==> src/rtl/sat_counter.sv <==
// Statistics counter that sticks at all-ones instead of wrapping.
// Latency: count reflects inc one cycle later. Ports: clk, rst, inc -> count.
// Backpressure: none; inc is sampled every cycle.
module sat_counter #(
  parameter int CNT_WIDTH = 32
) (
  input  logic                 clk,
  input  logic                 rst,
  input  logic                 inc,
  output logic [CNT_WIDTH-1:0] count
);

  localparam logic [CNT_WIDTH-1:0] ONE = {{(CNT_WIDTH-1){1'b0}}, 1'b1};

  always_ff @(posedge clk) begin
    if (rst) begin
      count <= '0;
    end else if (inc && (count != '1)) begin
      count <= count + ONE;
    end
  end

endmodule

==> config.mk <==
export PLATFORM = sky130hd
export DESIGN_NAME = sat_counter
export DESIGN_NICKNAME = d
export VERILOG_FILES = /design/src/rtl/sat_counter.sv
export SDC_FILE = /design/constraint.sdc
export NUM_CORES = 1
export LEC_CHECK = 0
export CORE_MARGIN = 10
export CORE_UTILIZATION = 47
export DETAILED_ROUTE_END_ITERATION = 8
export DONT_BUFFER_PORTS = 1
export GPL_TIMING_DRIVEN = 0
export PLACE_DENSITY = 0.64
export SETUP_SLACK_MARGIN = 0.02
export SLEW_MARGIN = 20
export SYNTH_ARGS = -nofsm -noshare
export SYNTH_HDL_FRONTEND = slang
export SYNTH_SLANG_ARGS = --single-unit
export TNS_END_PERCENT = 10
==> constraint.sdc <==
create_clock -name clk -period 3.15 [get_ports clk]
set_clock_uncertainty 0.05 [all_clocks]
set_input_delay 0.4725 -clock clk [delete_from_list [all_inputs] [get_ports clk]]
set_output_delay 0.4725 -clock clk [all_outputs]
set_load 0.005 [all_outputs]
==> report_table.html <==
<table>
<tr><th>Metric</th><th>Value</th></tr>
<tr><th colspan="2">STA</th></tr>
<tr><td>Maximum achievable frequency</td><td>0.388 GHz</td></tr>
<tr><td>Final Cycle Share</td><td>between 80% and 90%</td></tr>
<tr><td>Final number of setup-violating endpoints</td><td>0</td></tr>
<tr><td>Setup Total Neg Slack</td><td>0 ps</td></tr>
<tr><td>Slew Viols, Final</td><td>0</td></tr>
<tr><td>RSZ-0062 raised after global routing</td><td>false</td></tr>
<tr><td>Final period demand of the worst path</td><td>approximately 2600 ps</td></tr>
<tr><td>Worst max-slew margin expressed relative to the limit</td><td>53.5%</td></tr>
<tr><td>Total count of hold-check failures in the final report</td><td>0</td></tr>
<tr><td>Least-Margin Pin Slew</td><td>692 ps</td></tr>
<tr><th colspan="2">Clock network</th></tr>
<tr><td>TritonCTS clock tree</td><td>done</td></tr>
<tr><td>Number of hold buffers added after CTS</td><td>0</td></tr>
<tr><td>TritonCTS buffer count</td><td>5</td></tr>
<tr><td>Clock slew at reported path FFs</td><td>100 ps</td></tr>
<tr><td>Post-CTS setup repair buffer count</td><td>0</td></tr>
<tr><td>Post-CTS Resized</td><td>0</td></tr>
<tr><td>Worst-case clock buffer depth</td><td>2</td></tr>
<tr><td>H-tree levels</td><td>2</td></tr>
<tr><td>Sinks on Clock Net</td><td>32</td></tr>
<tr><td>Clock latency on the worst-skew pair</td><td>350 ps</td></tr>
<tr><td>Root buffer selected by CTS</td><td>clkbuf_4</td></tr>
<tr><th colspan="2">Floorplanning</th></tr>
<tr><td>Vert. Die Dim</td><td>79.7 µm</td></tr>
<tr><td>Number of top-level pins</td><td>35</td></tr>
<tr><td>Horizontal extent of the die</td><td>79.7 µm</td></tr>
<tr><td>Floorplan die area</td><td>6350 µm²</td></tr>
<tr><td>Site row count</td><td>21</td></tr>
<tr><td>Core Area</td><td>3390 µm²</td></tr>
<tr><td>Starting Density</td><td>49.4%</td></tr>
<tr><th colspan="2">Place</th></tr>
<tr><td>Number of placed instances, taps included</td><td>245</td></tr>
<tr><td>Number of buffers added on ports</td><td>0</td></tr>
<tr><td>RePlAce Congestion</td><td>between 0.7 and 0.8</td></tr>
<tr><td>Dpl hpwl</td><td>around 3300 µm</td></tr>
<tr><th colspan="2">Yosys</th></tr>
<tr><td>Fraction of registers with async set or reset after synthesis</td><td>0%</td></tr>
<tr><td>Cell area after technology mapping</td><td>between 1500 and 2000 µm²</td></tr>
<tr><td>Mean post-synth cell area</td><td>around 8.4 µm²</td></tr>
<tr><td>Synth area leaders</td><td>dfxtp_1 38%, a21oi_1 6.6%, o31ai_1 5.4%</td></tr>
<tr><td>Proportion of synthesized chip area in sequential cells</td><td>38.3%</td></tr>
<tr><td>Area fraction of the dominant cell type after synthesis</td><td>between 30% and 40%</td></tr>
<tr><td>Cell types with the highest counts after synthesis</td><td>32 x dfxtp_1, 22 x a21oi_1, 14 x nor2_1</td></tr>
<tr><td>Count of mapped cells out of synthesis</td><td>199</td></tr>
<tr><td>Number of flip-flops and latches in the synthesized netlist</td><td>32</td></tr>
<tr><td>Net count of the mapped netlist</td><td>203</td></tr>
<tr><td>Number of distinct standard cells referenced by the synthesized netlist</td><td>39</td></tr>
<tr><td>Count of flip-flops with a built-in enable after synthesis</td><td>0</td></tr>
<tr><td>Count of yosys warnings during synthesis</td><td>0</td></tr>
<tr><td>Synth Flop Type</td><td>dfxtp_1</td></tr>
<tr><td>Yosys top cell by area</td><td>dfxtp_1</td></tr>
<tr><td>Library cell with the highest instance count after synthesis</td><td>dfxtp_1</td></tr>
<tr><th colspan="2">Drt</th></tr>
<tr><td>DRT antenna net count</td><td>0</td></tr>
<tr><td>Ratio of routed vias to standard cells</td><td>6.40</td></tr>
<tr><td>Total wire length</td><td>4570 µm</td></tr>
<tr><td>Number of optimization iterations in the first detailed-route pass</td><td>4</td></tr>
<tr><td>DRC</td><td>0</td></tr>
<tr><td>Number of DRC violations after detailed-routing iteration 0</td><td>114</td></tr>
<tr><td>Via total after detailed routing</td><td>1618</td></tr>
<tr><td>Routed len/inst</td><td>18.1 µm</td></tr>
<tr><th colspan="2">Critical path</th></tr>
<tr><td>Required time reported for the critical path endpoint</td><td>3340 ps</td></tr>
<tr><td>Delay of the slowest cell on the worst path</td><td>~500 ps</td></tr>
<tr><td>Critical Path Source Type</td><td>flip-flop</td></tr>
<tr><td>CP Class</td><td>flip-flop to flip-flop</td></tr>
<tr><td>Start point of the critical path</td><td>count[16]</td></tr>
<tr><td>CP top delay family</td><td>simple AND/OR/NAND/NOR gates</td></tr>
<tr><td>Max Fanout on Critical Path</td><td>10</td></tr>
<tr><td>List of cells traversed by the critical path</td><td>nand3_2 -&gt; or3b_1 -&gt; buf_2 -&gt; nor4_1 -&gt; clkbuf_1 -&gt; nor3b_1 -&gt; mux2_1</td></tr>
<tr><td>Signal arrival time at the worst endpoint</td><td>2770 ps</td></tr>
<tr><td>Endpoint type of the worst setup path</td><td>flip-flop</td></tr>
<tr><td>Critical-path top delay cell</td><td>dfxtp_1</td></tr>
<tr><td>Worst flop-to-flop path startpoint</td><td>count[16]</td></tr>
<tr><td>Worst path bufs/invs</td><td>2</td></tr>
<tr><th colspan="2">Finish</th></tr>
<tr><td>Flip-flop count of the largest register after layout</td><td>32</td></tr>
<tr><td>Synthesis-to-finish area growth</td><td>6.95%</td></tr>
<tr><td>Top flop regs</td><td>count (32)</td></tr>
<tr><td>Layout cells sized above 1</td><td>approximately 8.2%</td></tr>
<tr><td>Inserted Diodes</td><td>0</td></tr>
<tr><td>Register containing the most flip-flops in the final layout</td><td>count</td></tr>
<tr><td>Filler-free cell count of the finished design</td><td>approximately 250</td></tr>
<tr><td>Final standard cell utilization of the core</td><td>52.8%</td></tr>
<tr><td>Net count of the finished layout</td><td>210</td></tr>
<tr><th colspan="2">Global route</th></tr>
<tr><td>Final global-route overflow total</td><td>0</td></tr>
<tr><td>Maximum number of pins on one net before global-route repair</td><td>11</td></tr>
<tr><td>Via count of the first global-routing pass</td><td>1545</td></tr>
<tr><td>GRT Total Usage</td><td>14.4%</td></tr>
<tr><td>First-pass GRT wire length</td><td>7410 µm</td></tr>
<tr><td>Initial antenna violation count</td><td>0</td></tr>
<tr><th colspan="2">Min path</th></tr>
<tr><td>Hold Startpoint</td><td>inc</td></tr>
<tr><td>Worst hold-check path type</td><td>input port to flip-flop</td></tr>
<tr><th colspan="2">Flow run</th></tr>
<tr><td>Max-capacitance violation count</td><td>0</td></tr>
<tr><th colspan="2">Power</th></tr>
<tr><td>Static Leakage</td><td>0.000507 µW</td></tr>
<tr><td>Pint</td><td>523 µW</td></tr>
<tr><td>Switching fraction of total power</td><td>23.5%</td></tr>
<tr><td>Share of total power in the clock network</td><td>37.1%</td></tr>
<tr><td>Power density of the placed cells</td><td>382 nW/µm²</td></tr>
<tr><td>Net switching power</td><td>161 µW</td></tr>
<tr><td>Portion of total power attributed to sequential cells</td><td>60.1%</td></tr>
<tr><td>Portion of total power attributed to combinational logic</td><td>2.7%</td></tr>
<tr><td>Peak VDD IR</td><td>approximately 0.24 mV</td></tr>
<tr><th colspan="2">Outcome</th></tr>
<tr><td>Result of the run</td><td>completed</td></tr>
</table>
## metal layers
layer	up-vias	GRT usage (%)	routed length, µm
li1	782	-	-
met1	784	15.6	1820
met2	45	23.6	2190
met3	7	7.66	496
met4	0	4.66	62
met5	-	0	0
## cell type report
class                   count  area (µm²)
fillers                   326        1600
flip-flops and latches     32         641
inverters                   2        7.51
plain buffers              11        45.0
well taps                  46        57.6
clock buffers               8        58.8
multi-input cells         154         981
## logic make-up after synthesis
family / share of synthesized area (%)
adder cells (fa/ha/maj): 0.747
AO/OA/AOI/OAI: 18.8
AND/OR/NAND/NOR: 33.4
multiplexers: 1.94
buffers and inverters: 3.14
flip-flops: 38.3
XOR/XNOR: 3.66
## worst reg2reg max path: stages (launching register included)
cell	delay, ps
dfxtp_1	510
nand3_2	180
or3b_1	420
buf_2	180
nor4_1	310
clkbuf_1	380
nor3b_1	120
mux2_1	330
## final timing paths
check	endpoint	depth (start not counted)	slack [ps]
max	count[21]	7	570
min	count[0]	3	330
max reg2reg	count[21]	7	570
min reg2reg	count[23]	2	480
## power groups by stage
stage	logic, µW	clock network (µW)	registers [µW]
6_report	18.8	254	411
4_1_cts	19.0	256	412
3_5_place_dp	19.0	0	421
2_1_floorplan	14.2	0	420
5_1_grt	21.4	269	413
3_3_place_gp	17.9	0	421
## cell usage in the layout (no fill, tap or decap), types with 2 or more instances in the layout
cell type	instances
nand4_1	10
or4_1	12
nor3b_1	2
clkbuf_4	5
dfxtp_1	32
xnor2_1	6
nand3_1	13
clkbuf_1	10
o31ai_1	12
inv_1	2
nor2b_1	2
o21ai_0	8
a21oi_1	22
buf_2	3
a2111oi_0	2
or3_1	10
nor2_1	14
and4_1	4
nand2_1	10
and3_1	3
nor3_1	2
nor4_1	4
## metrics by stage
| stage | hold WS, ps | setup slack (ps) | total power, µW | cell area, µm² |
|---|---|---|---|---|
| 2_1_floorplan | 431 | 961 | 434 | 1670 |
| 3_5_place_dp | 477 | 606 | 440 | 1730 |
| 4_1_cts | 328 | 583 | 686 | 1790 |
| 3_3_place_gp | 461 | 667 | 439 | 1730 |
| 5_1_grt | 338 | 391 | 703 | 1790 |
| 6_report | 328 | 574 | 684 | 1790 |
Power figures use the tool's default switching activity.
